<file path="config.mk">
export PLATFORM = sky130hd
export DESIGN_NAME = flag_unit
export DESIGN_NICKNAME = d
export VERILOG_FILES = /design/src/rtl/flag_unit_pkg.sv /design/src/rtl/flag_stack.sv /design/src/rtl/flag_unit.sv
export SDC_FILE = /design/constraint.sdc
export NUM_CORES = 1
export LEC_CHECK = 0
export CORE_MARGIN = 5
export CORE_UTILIZATION = 49
export CTS_BUF_LIST = sky130_fd_sc_hd__clkbuf_4 sky130_fd_sc_hd__clkbuf_8 sky130_fd_sc_hd__clkbuf_16
export DETAILED_ROUTE_END_ITERATION = 8
export PLACE_DENSITY_LB_ADDON = 0.1
export RECOVER_POWER = 100
export SLEW_MARGIN = 0
export SYNTH_ARGS = -nofsm -noshare
export SYNTH_HDL_FRONTEND = slang
export SYNTH_HIERARCHICAL = 1
export SYNTH_SLANG_ARGS = --single-unit
</file>
<file path="constraint.sdc">
create_clock -name clk -period 2.3 [get_ports clk]
set_input_delay 0.69 -clock clk [delete_from_list [all_inputs] [get_ports clk]]
set_output_delay 0.69 -clock clk [all_outputs]
set_load 0.03 [all_outputs]
</file>
<file path="src/rtl/flag_unit_pkg.sv">
// Shared definitions for the flag unit: branch condition codes, CCR bit
// positions and small helpers for evaluating/clearing the tested flag.
package flag_unit_pkg;

    typedef enum logic [1:0] {
        BR_JZ  = 2'b00,
        BR_JN  = 2'b01,
        BR_JC  = 2'b10,
        BR_JMP = 2'b11
    } br_cond_e;

    localparam int FLAG_W = 3;
    localparam int FLAG_C = 2;
    localparam int FLAG_N = 1;
    localparam int FLAG_Z = 0;

    // True when the flag selected by cond is set (JMP is always true).
    function automatic logic cond_met(input logic [FLAG_W-1:0] flags,
                                      input logic [1:0]        cond);
        logic met;
        case (cond)
            BR_JZ:   met = flags[FLAG_Z];
            BR_JN:   met = flags[FLAG_N];
            BR_JC:   met = flags[FLAG_C];
            default: met = 1'b1;
        endcase
        return met;
    endfunction

    // One-hot mask of the flag a conditional branch tests; empty for JMP.
    function automatic logic [FLAG_W-1:0] tested_mask(input logic [1:0] cond);
        logic [FLAG_W-1:0] m;
        m = '0;
        case (cond)
            BR_JZ:   m[FLAG_Z] = 1'b1;
            BR_JN:   m[FLAG_N] = 1'b1;
            BR_JC:   m[FLAG_C] = 1'b1;
            default: m = '0;
        endcase
        return m;
    endfunction

endpackage

</file>
<file path="src/rtl/flag_stack.sv">
// Interrupt save LIFO for the CCR. A pop and a push in the same cycle are
// resolved pop-first, so a valid pop+push replaces the top entry. Misuse
// (push when full, pop when empty) raises a sticky error flag.
module flag_stack
    import flag_unit_pkg::*;
#(
    parameter int SHADOW_DEPTH = 2
) (
    input  logic              clk,
    input  logic              rst,
    input  logic              push,
    input  logic              pop,
    input  logic [FLAG_W-1:0] din,
    output logic [FLAG_W-1:0] dout,
    output logic              empty,
    output logic              full,
    output logic              err
);

    localparam int DW = $clog2(SHADOW_DEPTH + 1);
    localparam logic [DW-1:0] FULL_LVL = DW'(SHADOW_DEPTH);

    logic [FLAG_W-1:0] mem [0:(1<<DW)-1];
    logic [DW-1:0]     depth;
    logic [DW-1:0]     depth_popped;
    logic [DW-1:0]     depth_nxt;
    logic              pop_ok;
    logic              push_ok;
    logic              err_q;

    assign empty = (depth == '0);
    assign full  = (depth == FULL_LVL);
    assign dout  = empty ? '0 : mem[depth - 1'b1];
    assign err   = err_q;

    // Pop first, then decide whether the push still fits.
    always_comb begin
        pop_ok       = pop & ~empty;
        depth_popped = pop_ok ? depth - 1'b1 : depth;
        push_ok      = push & (depth_popped != FULL_LVL);
        depth_nxt    = push_ok ? depth_popped + 1'b1 : depth_popped;
    end

    // Depth pointer and sticky misuse flag.
    always_ff @(posedge clk or posedge rst) begin
        if (rst) begin
            depth <= '0;
            err_q <= 1'b0;
        end else begin
            depth <= depth_nxt;
            err_q <= err_q | (pop & empty) | (push & ~push_ok);
        end
    end

    // Storage needs no reset; entries above depth are never read.
    always_ff @(posedge clk) begin
        if (push_ok) begin
            mem[depth_popped] <= din;
        end
    end

endmodule

</file>
<file path="src/rtl/flag_unit.sv">
// Flag unit: registers ALU carry/sign/zero into the CCR under per-flag
// masks, handles SETC/CLRC, evaluates JZ/JN/JC/JMP and saves/restores the
// CCR across nested interrupts.
// Build option FLAG_FWD_EN: when defined, branches test the flags produced
// by this cycle's ALU/SETC/CLRC update; otherwise they test the registered CCR.
module flag_unit
    import flag_unit_pkg::*;
#(
    parameter int SHADOW_DEPTH = 2,
    parameter bit CLR_ON_TAKEN = 1'b1
) (
    input  logic              clk,
    input  logic              rst,
    input  logic              aluValid,
    input  logic [2:0]        updMask,
    input  logic              carryIn,
    input  logic              signIn,
    input  logic              zeroIn,
    input  logic              setC,
    input  logic              clrC,
    input  logic              brValid,
    input  logic [1:0]        brCond,
    input  logic              intSave,
    input  logic              intRestore,
    output logic              brTaken,
    output logic [FLAG_W-1:0] ccr,
    output logic              inIsr,
    output logic              nestErr
);

    logic [FLAG_W-1:0] ccr_q;
    logic [FLAG_W-1:0] upd;
    logic [FLAG_W-1:0] test_src;
    logic [FLAG_W-1:0] pre;
    logic [FLAG_W-1:0] nxt;
    logic [FLAG_W-1:0] pop_val;
    logic              taken;
    logic              stk_empty;
    logic              stk_err;
    logic              unused_full;

    // Next-CCR: ALU update, SETC/CLRC, branch clear, then restore override.
    always_comb begin
        upd = ccr_q;
        if (aluValid) begin
            if (updMask[FLAG_C]) upd[FLAG_C] = carryIn;
            if (updMask[FLAG_N]) upd[FLAG_N] = signIn;
            if (updMask[FLAG_Z]) upd[FLAG_Z] = zeroIn;
        end
        if (clrC) begin
            upd[FLAG_C] = 1'b0;
        end else if (setC) begin
            upd[FLAG_C] = 1'b1;
        end
`ifdef FLAG_FWD_EN
        test_src = upd;
`else
        test_src = ccr_q;
`endif
        taken = brValid & ~rst & cond_met(test_src, brCond);
        pre   = upd;
        if (taken && CLR_ON_TAKEN) begin
            pre = upd & ~tested_mask(brCond);
        end
        nxt = (intRestore & ~stk_empty) ? pop_val : pre;
    end

    // CCR register.
    always_ff @(posedge clk or posedge rst) begin
        if (rst) begin
            ccr_q <= '0;
        end else begin
            ccr_q <= nxt;
        end
    end

    // The pushed value is the pre-restore next-CCR so a same-cycle
    // pop+push stores this cycle's flags on top.
    flag_stack #(
        .SHADOW_DEPTH (SHADOW_DEPTH)
    ) u_stack (
        .clk   (clk),
        .rst   (rst),
        .push  (intSave),
        .pop   (intRestore),
        .din   (pre),
        .dout  (pop_val),
        .empty (stk_empty),
        .full  (unused_full),
        .err   (stk_err)
    );

    assign brTaken = taken;
    assign ccr     = ccr_q;
    assign inIsr   = ~stk_empty;
    assign nestErr = stk_err;

endmodule

</file>
### Word level (Yosys, flattened, before mapping)

Memory sizes are Yosys's and may differ from the RTL's.
Cells that the tools add are included.

| storage, ports and cells | value |
|---|---|
| register bits | 6 |
| memories kept | 1 |
| input port bits | 16 |
| output and inout port bits | 6 |
| memory bits (writable) | 12 |

| operators by class | value |
|---|---|
| add/sub/neg operators | 2 |
| reduce and logical (&&, ||, !) cells | 2 |
| mux-type cells | 20 |
| bitwise logic cells | 13 |
| eq/ne operators | 3 |

Memory list:

| name | words | width | rd ports | clocked after memory_dff | write ports | line | text |
|---|---|---|---|---|---|---|---|
| u_stack.mem | 4 | 3 | 1 | 0 | 1 | flag_stack.sv:23 | `logic [FLAG_W-1:0] mem [0:(1<<DW)-1];` |

Operator list:

| kind | number |
|---|---|
| 1-bit 2-to-1 mux | 13 |
| 3-bit 2-to-1 mux | 4 |
| 1-bit bitwise AND | 6 |
| 2-bit zero test | 2 |
| 2-bit 2-to-1 mux | 2 |
| 3-bit bitwise AND | 1 |
| 1-bit inverter | 3 |
| 3-bit inverter | 1 |
| 1-bit one-hot mux with 3 select lines | 1 |
| 2-bit by 1-bit adder with 2-bit output, second input constant | 1 |
| 2-bit by 1-bit equality test with 1-bit output, second input constant | 1 |
| 2-bit equality test, second input constant | 1 |
| 2-bit inequality test, second input constant | 1 |
| 1-bit bitwise OR | 2 |
| 2-bit by 1-bit subtractor with 2-bit output, second input constant | 1 |

### Logic depth before layout (Yosys ltp)

| depth | value |
|---|---|
| depth after elaboration | 9 |
| mapped depth | 8 |

### Cells and area by module

The synthesis kept the hierarchy.

Modules (own cells, without submodules):

| module | area an instance (um^2) | seq. area each (um^2) | instances | cells each |
|---|---|---|---|---|
| flag_stack | 783.3 | 435.4 | 1 | 58 |
| flag_unit | 266.5 | 75.1 | 1 | 29 |

### Least setup slack after synthesis

No wires, ideal clock.

| path | value |
|---|---|
| path kind | input-to-output |
| from | in brCond[0] |
| to | out brTaken |
| arrival | 1.649 ns |
| cell stages on the path | 3 |
| setup slack | -0.039 ns |
| required time | 1.610 ns |
| cell sequence | and2_1 nor3_1 a211oi_1 |

| on the way | value |
|---|---|
| cells in the longest elaborated chain, start to end | 3 |
| elaborated cells on any way between the ends | 5 |
| those cells by class | eq/ne (2); mux (1); bitwise (1); reduce/logical (1) |

RTL lines:

| item | line | text |
|---|---|---|
| from (decl) | flag_unit.sv:22 | `input logic [1:0] brCond,` |
| 2-bit equality test (tied with other cells) | flag_unit_pkg.sv:21 | `case (cond)` |
| 1-bit one-hot mux with 3 select lines (*) | flag_unit_pkg.sv:21 |  |
| 1-bit bitwise AND (*) | flag_unit.sv:60 | `taken = brValid & ~rst & cond_met(test_src, brCond);` |
| to (decl) | flag_unit.sv:25 | `output logic brTaken,` |

Every way passes the cells marked *; elsewhere a longest branch is shown, timed or not.

### Worst setup path after layout

Same ends and word-level chain as after synthesis.

==> reports/qor.txt <==
R2R Path Start - u_stack/depth[1]
antenna violations before repair - 0
Synth Warn # - 6
Nets - 137
FMAX - 0.448 GHz
Detailed Route Iter0 Violations - 17
Sink Count - 18
final setup fails - 0
final wirelength - 2060 um
P_leak - 0.538 nW
Mapped Avg Cell Area - 12.1 sq um
Crit path arrival time - 1.54 ns
setup TNS - 0 ns
Post-DRT Antenna Nets - 0
clk_skew - 0.00534 ns
1st-pass router iterations - 4
Longest Clk Path Bufs - 2
gpl congestion - 0.895
core area - 0.00198 sq mm
cell area after synthesis - 0.00104 sq mm
CTS tree - yes
global-route wire length before repair - 3460 um
Final min period - 2.23 ns
Reg clk slew, reported paths - 0.11 ns
reg-to-reg setup timing slack - 0.50 ns
IO Port Bufs - 21
via count - 777
GRT overflow - 0
cts bufs inserted - 3
Worst setup EP type - output pin
number of antenna diodes - 0
max_slew headroom - 0.609
hold path start - u_stack/err
clk_lat worst skew - 0.29 ns
Ports - 22
Max rail drop VDD - 0.704 mV
maxcap violations - 0
H-tree levels - 1
GRT Util Overall - 0.139
drt drc - 0
pwr dens - 1080 mW/mm^2
Fin. Hold Viols - 0
number of placement rows - 16
CP startpoint - brCond[0]
Post-CTS Hold Fix Bufs - 0
Final WS setup - 0.0662 ns
pre-CTS setup slack - -0.175 ns
Slew Viols, Final - 0
Worst Reg-to-Reg Cells - 5
critical register-to-register path endpoint - ccr[1]
Placed Area - 0.00133 sq mm
vias per cell - 5.36
WS Path Type - in2out
period utilization - 0.971
worst hold path type - reg2reg
vias in the first global route - 754
dpl hpwl - 1640 um
Worst Hold Path EP - u_stack/err
CTS root buffer - clkbuf_4
Die Y - 56.0 um
CP startpoint kind - input pin
largest net degree at the start of global routing - 13
Starting Density - 0.523
Worst-Margin Slew - 0.583 ns
Die Span X - 56.0 um
status - complete, no violations
Req. time, crit path - 1.61 ns
fraction of layout cells with a size suffix above 1 - 0.178
RSZ-0062 raised after global routing - no
wire length per cell - 14.2 um
crit-path max FO - 3
area grow syn2layout - 29.3%
Post-Syn Instances - 86
die area - 0.00314 sq mm
hold depth - 1
fin area - 0.00134 sq mm
worst max-delay path by stage:
stage                     cells after the start  endpoint  slack [ns]
after CTS                                     4   brTaken        0.01
after floorplan                               3   brTaken        0.24
after global placement                        5   brTaken       -0.16
after global routing                          5   brTaken        0.02
final                                         5   brTaken        0.07
after detailed placement                      5   brTaken       -0.18
report_power, final:
group          leakage, nW  internal (W)  switching, W  total [W]
Sequential           0.182      0.000467     0.0000433   0.000511
Clock               0.0154     0.0000631     0.0000995   0.000163
Combinational        0.341      0.000375      0.000397   0.000773
Total                0.538      0.000906      0.000540    0.00145
metrics by stage:
step | hold WS (ns) | cells | utilization | power [W]
3_5_place_dp | 0.483 | 141 | 0.672 | 0.00134
6_report | 0.499 | 145 | 0.677 | 0.00145
3_3_place_gp | 0.471 | 141 | 0.672 | 0.00132
2_1_floorplan | 0.444 | 88 | - | 0.00112
4_1_cts | 0.509 | 145 | 0.688 | 0.00151
5_1_grt | 0.542 | 145 | 0.677 | 0.00155
what timing repair did:
| action | in CTS | in global routing |
|---|---|---|
| pin swaps | 0 | 0 |
| cloned | 0 | 0 |
| gates resized for setup | 5 | 1 |
| endpoints found under the setup margin | 1 | 1 |
| buffers inserted | 0 | 0 |
layout by cell type, fill, tap and decap left out, drive strengths merged, types with 2 or more instances in the layout:
master,n
nor3,7
clkbuf,5
mux2,3
edfxtp,12
dfrtp,6
o21a,3
a21oi,2
nor2b,5
a211oi,3
ha,2
dlygate4sd2,3
buf,8
nand3b,2
conb,3
mux4,3
dlygate4sd3,6
nor2,5
nand2b,2
nand2,6
and3b,2
inv,5
clkdlybuf4s50,9
flip-flops by register name (all words and copies together), names as in the netlist:
| register | flops |
|---|---|
| u_stack/depth | 2 |
| ccr | 3 |
| u_stack/mem | 12 |
| u_stack/err | 1 |
worst max-delay path: stages:
cell and delay [ns]:
dlygate4sd2_1 0.27, and2_4 0.15, nor3_1 0.20, a211oi_2 0.07, buf_4 0.17
layout make-up:
class	instances	area, sq um
multi-input combinational	62	497
timing repair buffer	29	255
fill	157	641
inverter	5	18.8
clock inverter	1	3.75
tap	27	33.8
sequential	18	510
clock buffer	3	22.5
metal layers:
metal	up-vias	GRT usage	routed length (um)
met1	370	0.175	983
li1	387	-	-
met4	0	0.0508	12
met2	18	0.224	946
met3	2	0.0441	120
met5	-	0	0
Power figures use the tool's default switching activity.
